## config.mk

```make
export PLATFORM = sky130hd
export DESIGN_NAME = sdf_twiddle_mult_flat
export DESIGN_NICKNAME = d
export VERILOG_FILES = /design/src/rtl/sdf_twiddle_mult_if.sv /design/src/rtl/sdf_twiddle_mult.sv /design/src/flat_wrapper.sv
export SDC_FILE = /design/constraint.sdc
export NUM_CORES = 2
export LEC_CHECK = 0
export CAP_MARGIN = 0
export CORE_ASPECT_RATIO = 1.75
export CORE_MARGIN = 8
export CORE_UTILIZATION = 32
export CTS_CLUSTER_DIAMETER = 60
export DETAILED_ROUTE_END_ITERATION = 16
export GPL_ROUTABILITY_DRIVEN = 0
export GPL_TIMING_DRIVEN = 0
export PLACE_DENSITY = 0.48
export SLEW_MARGIN = 10
export SYNTH_ARGS = -nofsm -noshare
export SYNTH_HDL_FRONTEND = slang
export SYNTH_SLANG_ARGS = --single-unit
```

## constraint.sdc

```tcl
create_clock -name clk -period 11 [get_ports clk]
set_clock_uncertainty 0.1 [all_clocks]
set_input_delay 1.65 -clock clk [delete_from_list [all_inputs] [get_ports clk]]
set_output_delay 1.65 -clock clk [all_outputs]
set_load 0.01 [all_outputs]
```

## src/rtl/sdf_twiddle_mult_if.sv

```systemverilog
// sdf_twiddle_mult_if: sample stream between an SDF BFII stage, the twiddle multiplier and the next BFI stage.
//   en            pipeline enable (0 = everything holds)
//   in_val        input sample valid
//   frame_start   with in_val: sample is index 0 of a new frame
//   in_re/in_im   input sample (signed)
//   out_val       output sample valid
//   out_re/out_im twiddled output sample (signed)
//   master: producer/consumer side (drives inputs); slave: the multiplier.
interface sdf_twiddle_mult_if #(parameter int DATA_WIDTH = 16);
  logic en, in_val, frame_start, out_val;
  logic signed [DATA_WIDTH-1:0] in_re, in_im, out_re, out_im;
  modport master(output en, in_val, frame_start, in_re, in_im, input out_val, out_re, out_im);
  modport slave(input en, in_val, frame_start, in_re, in_im, output out_val, out_re, out_im);
endinterface

```

## src/rtl/sdf_twiddle_mult.sv

```systemverilog
// sdf_twiddle_mult: multiplies each valid sample by W_Np^k between radix-2^2 SDF stages STAGE and STAGE+1.
//   clk  clock
//   rst  asynchronous active-low reset
//   io   sdf_twiddle_mult_if.slave (en, in_val, frame_start, in_re, in_im -> out_val, out_re, out_im)
// Latency is 3 enabled edges from acceptance. k==0 samples bypass the multiplier untouched.
// Build option: define TW_SATURATE_EN to clamp products to the DATA_WIDTH range instead of wrapping.
module sdf_twiddle_mult #(
  parameter int DATA_WIDTH = 16,
  parameter int TW_WIDTH   = 16,
  parameter int N_POINTS   = 16,
  parameter int STAGE      = 0
) (
  input logic clk,
  input logic rst,
  sdf_twiddle_mult_if.slave io
);
  localparam int NP   = N_POINTS >> (2 * STAGE);
  localparam int NW   = $clog2(NP);
  localparam int FRAC = TW_WIDTH - 2;
  localparam int PW   = DATA_WIDTH + TW_WIDTH;
  localparam int SW   = PW + 1;
  typedef logic [NP-1:0][2*TW_WIDTH-1:0] rom_t;
  // {cos, -sin} in Q2.FRAC, rounded half away from zero; only k in 0..3Q-3 is ever addressed.
  function automatic rom_t init_rom();
    rom_t r;
    real a, c, s;
    r = '0;
    for (int k = 0; k <= 3 * (NP / 4) - 3; k++) begin
      a = 2.0 * 3.14159265358979323846 * k / NP;
      c = $cos(a) * (2.0 ** FRAC);
      s = -$sin(a) * (2.0 ** FRAC);
      r[k] = {TW_WIDTH'($rtoi(c < 0.0 ? c - 0.5 : c + 0.5)), TW_WIDTH'($rtoi(s < 0.0 ? s - 0.5 : s + 0.5))};
    end
    return r;
  endfunction
  localparam rom_t ROM = init_rom();
  // Round half up, drop the twiddle fraction, then fit into DATA_WIDTH.
  function automatic logic signed [DATA_WIDTH-1:0] scale(input logic signed [SW-1:0] x);
`ifdef TW_SATURATE_EN
    logic signed [SW-1:0] r, max_v, min_v;
    max_v = {{(SW-DATA_WIDTH+1){1'b0}}, {(DATA_WIDTH-1){1'b1}}};
    min_v = ~max_v;
    r = (x + SW'(1 << (FRAC - 1))) >>> FRAC;
    return r > max_v ? max_v[DATA_WIDTH-1:0] : r < min_v ? min_v[DATA_WIDTH-1:0] : r[DATA_WIDTH-1:0];
`else
    logic signed [SW-1:0] r;
    r = (x + SW'(1 << (FRAC - 1))) >>> FRAC;
    return r[DATA_WIDTH-1:0];
`endif
  endfunction
  logic [NW-1:0] n_q, n_d, n_cur, m, br, k, k1_q, k1_d;
  logic v1_q, v1_d, v2_q, v2_d, v3_q, v3_d, byp2_q, byp2_d, byp3_q, byp3_d, out_val_q, out_val_d;
  logic signed [DATA_WIDTH-1:0] re1_q, re1_d, im1_q, im1_d, re2_q, re2_d, im2_q, im2_d;
  logic signed [DATA_WIDTH-1:0] re3_q, re3_d, im3_q, im3_d, out_re_q, out_re_d, out_im_q, out_im_d;
  logic signed [TW_WIDTH-1:0] twc2_q, twc2_d, tws2_q, tws2_d;
  logic signed [PW-1:0] ac3_q, ac3_d, bd3_q, bd3_d, ad3_q, ad3_d, bc3_q, bc3_d;
  always_comb begin
    n_cur = io.frame_start ? '0 : n_q;
    n_d = !(io.en & io.in_val) ? n_q : io.frame_start ? NW'(1) : n_q == NW'(NP - 1) ? '0 : n_q + NW'(1);
    // n = g*Q + m with Q a power of two; br(g) is g with its two bits swapped.
    m = {2'b00, n_cur[NW-3:0]};
    br = {{(NW-2){1'b0}}, n_cur[NW-2], n_cur[NW-1]};
    k = m * br;
    v1_d = io.in_val;
    re1_d = io.in_re;
    im1_d = io.in_im;
    k1_d = k;
    v2_d = v1_q;
    byp2_d = k1_q == '0;
    re2_d = re1_q;
    im2_d = im1_q;
    {twc2_d, tws2_d} = ROM[k1_q];
    v3_d = v2_q;
    byp3_d = byp2_q;
    re3_d = re2_q;
    im3_d = im2_q;
    ac3_d = PW'(re2_q) * PW'(twc2_q);
    bd3_d = PW'(im2_q) * PW'(tws2_q);
    ad3_d = PW'(re2_q) * PW'(tws2_q);
    bc3_d = PW'(im2_q) * PW'(twc2_q);
    out_val_d = v3_q;
    out_re_d = byp3_q ? re3_q : scale(SW'(ac3_q) - SW'(bd3_q));
    out_im_d = byp3_q ? im3_q : scale(SW'(ad3_q) + SW'(bc3_q));
  end
  always_ff @(posedge clk or negedge rst)
    if (!rst) begin
      n_q <= '0; k1_q <= '0;
      v1_q <= 1'b0; v2_q <= 1'b0; v3_q <= 1'b0; byp2_q <= 1'b0; byp3_q <= 1'b0; out_val_q <= 1'b0;
      re1_q <= '0; im1_q <= '0; re2_q <= '0; im2_q <= '0; re3_q <= '0; im3_q <= '0;
      twc2_q <= '0; tws2_q <= '0; ac3_q <= '0; bd3_q <= '0; ad3_q <= '0; bc3_q <= '0;
      out_re_q <= '0; out_im_q <= '0;
    end else if (io.en) begin
      n_q <= n_d; k1_q <= k1_d;
      v1_q <= v1_d; v2_q <= v2_d; v3_q <= v3_d; byp2_q <= byp2_d; byp3_q <= byp3_d; out_val_q <= out_val_d;
      re1_q <= re1_d; im1_q <= im1_d; re2_q <= re2_d; im2_q <= im2_d; re3_q <= re3_d; im3_q <= im3_d;
      twc2_q <= twc2_d; tws2_q <= tws2_d; ac3_q <= ac3_d; bd3_q <= bd3_d; ad3_q <= ad3_d; bc3_q <= bc3_d;
      out_re_q <= out_re_d; out_im_q <= out_im_d;
    end
  assign io.out_val = out_val_q;
  assign io.out_re = out_re_q;
  assign io.out_im = out_im_q;
endmodule

```

## src/flat_wrapper.sv

```systemverilog
// flat-port wrapper written by rule: the top's interface ports become plain ports
module sdf_twiddle_mult_flat 
#(
  parameter int DATA_WIDTH = 16,
  parameter int TW_WIDTH   = 16,
  parameter int N_POINTS   = 16,
  parameter int STAGE      = 0
)
  (clk, rst, io_en, io_in_val, io_frame_start, io_in_re, io_in_im, io_out_val, io_out_re, io_out_im);
  sdf_twiddle_mult_if #(.DATA_WIDTH(DATA_WIDTH)) io_i ();
  input logic clk;
  input logic rst;
  input wire logic [$bits(io_i.en)-1:0] io_en;
  input wire logic [$bits(io_i.in_val)-1:0] io_in_val;
  input wire logic [$bits(io_i.frame_start)-1:0] io_frame_start;
  input wire logic [$bits(io_i.in_re)-1:0] io_in_re;
  input wire logic [$bits(io_i.in_im)-1:0] io_in_im;
  output wire logic [$bits(io_i.out_val)-1:0] io_out_val;
  output wire logic [$bits(io_i.out_re)-1:0] io_out_re;
  output wire logic [$bits(io_i.out_im)-1:0] io_out_im;
  assign io_i.en = io_en;
  assign io_i.in_val = io_in_val;
  assign io_i.frame_start = io_frame_start;
  assign io_i.in_re = io_in_re;
  assign io_i.in_im = io_in_im;
  assign io_out_val = io_i.out_val;
  assign io_out_re = io_i.out_re;
  assign io_out_im = io_i.out_im;
  sdf_twiddle_mult #(.DATA_WIDTH(DATA_WIDTH), .TW_WIDTH(TW_WIDTH), .N_POINTS(N_POINTS), .STAGE(STAGE)) u_core (.clk(clk), .rst(rst), .io(io_i));
endmodule
```

==> metrics.log <==
INFO  metric post_cts_hold_buffer_count = 0
INFO  metric synth_edf_count = 0
INFO  metric timing.final.crit_period = 8.597 ns
INFO  metric synth_ff_type = sky130_fd_sc_hd__dfrtp_1
INFO  metric synth.yosys.warnings = 0
INFO  metric asyncSetResetFlopFracSynth = 100.0%
INFO  metric worst_min_path_class = reg -> reg
INFO  metric io_pins = 70
INFO  metric worst-slew-pin-transition = 1.403 ns
INFO  metric grt_setup_unrepaired = no
INFO  metric setup-violations-final = 0
INFO  metric critical_path_buf_inv_count = 5
INFO  metric outcome = finished clean
INFO  metric core_area = 155700 um2
INFO  metric clk_pin_slew = 0.07 ns
INFO  metric clock_tree.buffer_depth = 3
INFO  metric dr.first_iter.drc_count = 2414
INFO  metric synth_top_cells_by_area = sky130_fd_sc_hd__fa_1 (40%), sky130_fd_sc_hd__dfrtp_1 (14%), sky130_fd_sc_hd__ha_1 (11%)
INFO  metric fin_nets = 6638
INFO  metric antenna_violations_before_repair = 12
INFO  metric synth_cell_type_count = 88
INFO  metric timing.slew.headroom = 6.441%
INFO  metric die-height = 538.7 um
INFO  metric gr-usage-all-layers = 21.81%
INFO  metric worst_path_most_repeated_cell = sky130_fd_sc_hd__fa_1
INFO  metric drt-total-wl = 183600 um
INFO  metric postRouteAntennaNets = 0
INFO  metric worstRegToRegCells = 23
INFO  metric insertion_delay = 0.61 ns
INFO  metric die-width = 314.7 um
INFO  metric area.growth.synth_to_final = 9.485%
INFO  metric routed-wl-met2 = 91790 um
INFO  metric fin_util = 35.13%
INFO  metric tritoncts = done
INFO  metric layout_worst_path_cycle_share = 78.16%
INFO  metric multi_input_area = 37470 um2
INFO  metric avgViaCountPerCell = 4.887
INFO  metric dr_total_vias = 35424
INFO  metric met1_length = 63500 um
INFO  metric routed.top_layer = met5
INFO  metric placementRows = 192
INFO  metric max_cap_violations = 0
INFO  metric finalHoldViolations = 0
INFO  metric yosys.area.top_type_share = 39.59%
INFO  metric cp_cell_sequence = clkbuf_1 > clkbuf_1 > nand2_1 > fa_1 > fa_1 > fa_1 > inv_1 > fa_1 > fa_1 > inv_1 > fa_1 > inv_1 > ha_1 > a21o_1 > a21o_1 > a21oi_1 > a2bb2oi_1 > o311ai_0 > a21oi_1 > o21bai_1 > a221oi_1 > xor2_1 > mux2i_1
INFO  metric clock.fmax = 116.3 MHz
INFO  metric detail_route.wl_per_cell = 25.32 um
INFO  metric dp.final_hpwl = 153800 um
INFO  metric wire_length_of_the_first_global_routing_pass = 265900 um
INFO  metric worstSetupPathDepth = 23
INFO  metric die_area = 169500 um2
INFO  metric yosys-top-cells-count = sky130_fd_sc_hd__inv_1 (1231), sky130_fd_sc_hd__fa_1 (988), sky130_fd_sc_hd__ha_1 (433), sky130_fd_sc_hd__nand2_1 (399), sky130_fd_sc_hd__and2_1 (389)
INFO  metric largest_net_degree_at_the_start_of_global_routing = 94
INFO  metric setup_slack = 2.403 ns
INFO  metric cts.repair.resized = 0
INFO  metric highest_net_fanout_along_the_worst_path = 10
INFO  metric yosys.area.top_type = sky130_fd_sc_hd__fa_1
INFO  metric final_max_tran_viols = 0
INFO  metric syn_avg_cell_area = 9.861 um2
INFO  metric synthesis.instances = 5066
INFO  metric setup.worst_path.start_class = flip-flop
INFO  metric netlist_area = 49960 um2
INFO  metric worst_path_max_delay_cell = sky130_fd_sc_hd__clkbuf_1
INFO  metric cts-root-buf = sky130_fd_sc_hd__clkbuf_16
INFO  metric syn_nets = 6524
INFO  metric placement.io_buffers = 68
INFO  metric most_frequent_cell_after_synthesis = sky130_fd_sc_hd__inv_1
INFO  metric dr.pass1.iters = 5
INFO  metric total_of_fill_cells_in_the_finished_design = 16051
INFO  metric timing.critical_path.slowest_cell_delay = 0.83 ns
INFO  metric cts_buffers = 40
INFO  metric first_global_vias = 38599
INFO  metric cts_setup_buffers = 0
INFO  metric critical_path.endpoint_type = flip-flop
INFO  metric total_clock_sinks = 285
INFO  metric sequential_cell_area = 7132 um2
INFO  metric remaining_drc_errors = 0
INFO  metric met3WireLength = 8824 um
INFO  metric cp.required = 11.36 ns
INFO  metric global_route.overflow_total = 0
INFO  metric min_path_cells = 1
INFO  metric detailedPlace.worstSlack = 2.535 ns
INFO  metric seq_area_frac_synth = 14.28%
INFO  metric synth_seq_cells = 285
INFO  metric path_delay_family = adder cells
INFO  metric initial_utilization = 32.09%
INFO  metric timing.setup.critical_path_class = reg -> reg
INFO  metric drive_above_1_share = 5.878%
INFO  metric number_of_h_tree_branching_levels = 2
INFO  metric critPathArrivalTime = 8.96 ns
[path summary, 6_finish.rpt]
path / start / endpoint / slack (ns)
worst max-delay path: u_core.tws2_q[12] / u_core.bd3_q[24] / 2.40
worst min-delay path: u_core.re1_q[11] / u_core.re2_q[11] / 0.39
min in group asynchronous: rst / u_core.ac3_q[29] / 0.85
worst min register to register: u_core.re1_q[11] / u_core.re2_q[11] / 0.39
worst max register to register: u_core.tws2_q[12] / u_core.bd3_q[24] / 2.40
max in group asynchronous: rst / u_core.io.out_re[2] / 9.04
[worst reg2reg max path: cells and delay by family (launching register included)]
family,cells,cell delay [ns]
simple gates,1,0.32
fa+ha+maj,7,3.39
xor+xnor,1,0.56
buf+inv,5,1.56
compound gates,8,1.90
flops,1,0.48
mux,1,0.16
[state kept, by name, summed over array words and instances, names as in the netlist, 30 cells and up]
name and count:
u_core.ac3_q 30, u_core.ad3_q 30, u_core.bc3_q 30, u_core.bd3_q 30
[metal layers]
metal,up-vias,GRT usage [%]
met3,368,2.434
li1,15552,-
met1,18412,23.76
met2,1090,37.72
met4,2,18.12
met5,-,0
[through the flow]
stage	cells	hold slack, ns	area [um2]	TNS (ns)
final	7249	0.3907	54690	0
after CTS	7243	0.3936	54680	0
after floorplan	5066	0.3492	49960	0
after detailed placement	7175	0.3878	53320	0
after global routing	7244	0.4058	54680	0
after global placement	7171	0.3789	53180	-1650.31
[kinds of logic (layout without fill, tap and decap cells)]
family / after synthesis / count (layout) / synth area share [%]
DFF: 285 / 285 / 14.28
other: 0 / 6 / 0
adders and majority gates: 1421 / 1421 / 50.44
and+or+nand+nor: 1094 / 1094 / 10.90
muxes: 196 / 196 / 4.363
xor gates and xnor gates: 181 / 181 / 3.173
AOI/OAI and AO/OA: 468 / 468 / 6.134
buffers and inverters: 1421 / 1561 / 10.71
[cell type report]
cell class	count	area share [%]
Sequential cell	285	13.04
Buffer	187	1.357
Inverter	1234	8.469
Tap cell	2037	4.660
Timing Repair Buffer	72	1.455
Clock inverter	25	0.6108
Multi-Input combinational cell	3360	68.51
Antenna cell	6	0.02745
Clock buffer	43	1.869
[cell usage in the layout (no fill, tap or decap), drive strengths merged, types with 110 or more instances in the layout]
master	n
xnor2	143
fa	988
clkbuf	218
and2	390
nand2	399
dfrtp	285
ha	433
nor2	155
a21oi	153
inv	1243
mux2	171
o21ai	110
Power is left out: the tool's default activity adds up to more than one toggle a clock period on the data nets, which glitch-free logic cannot reach.
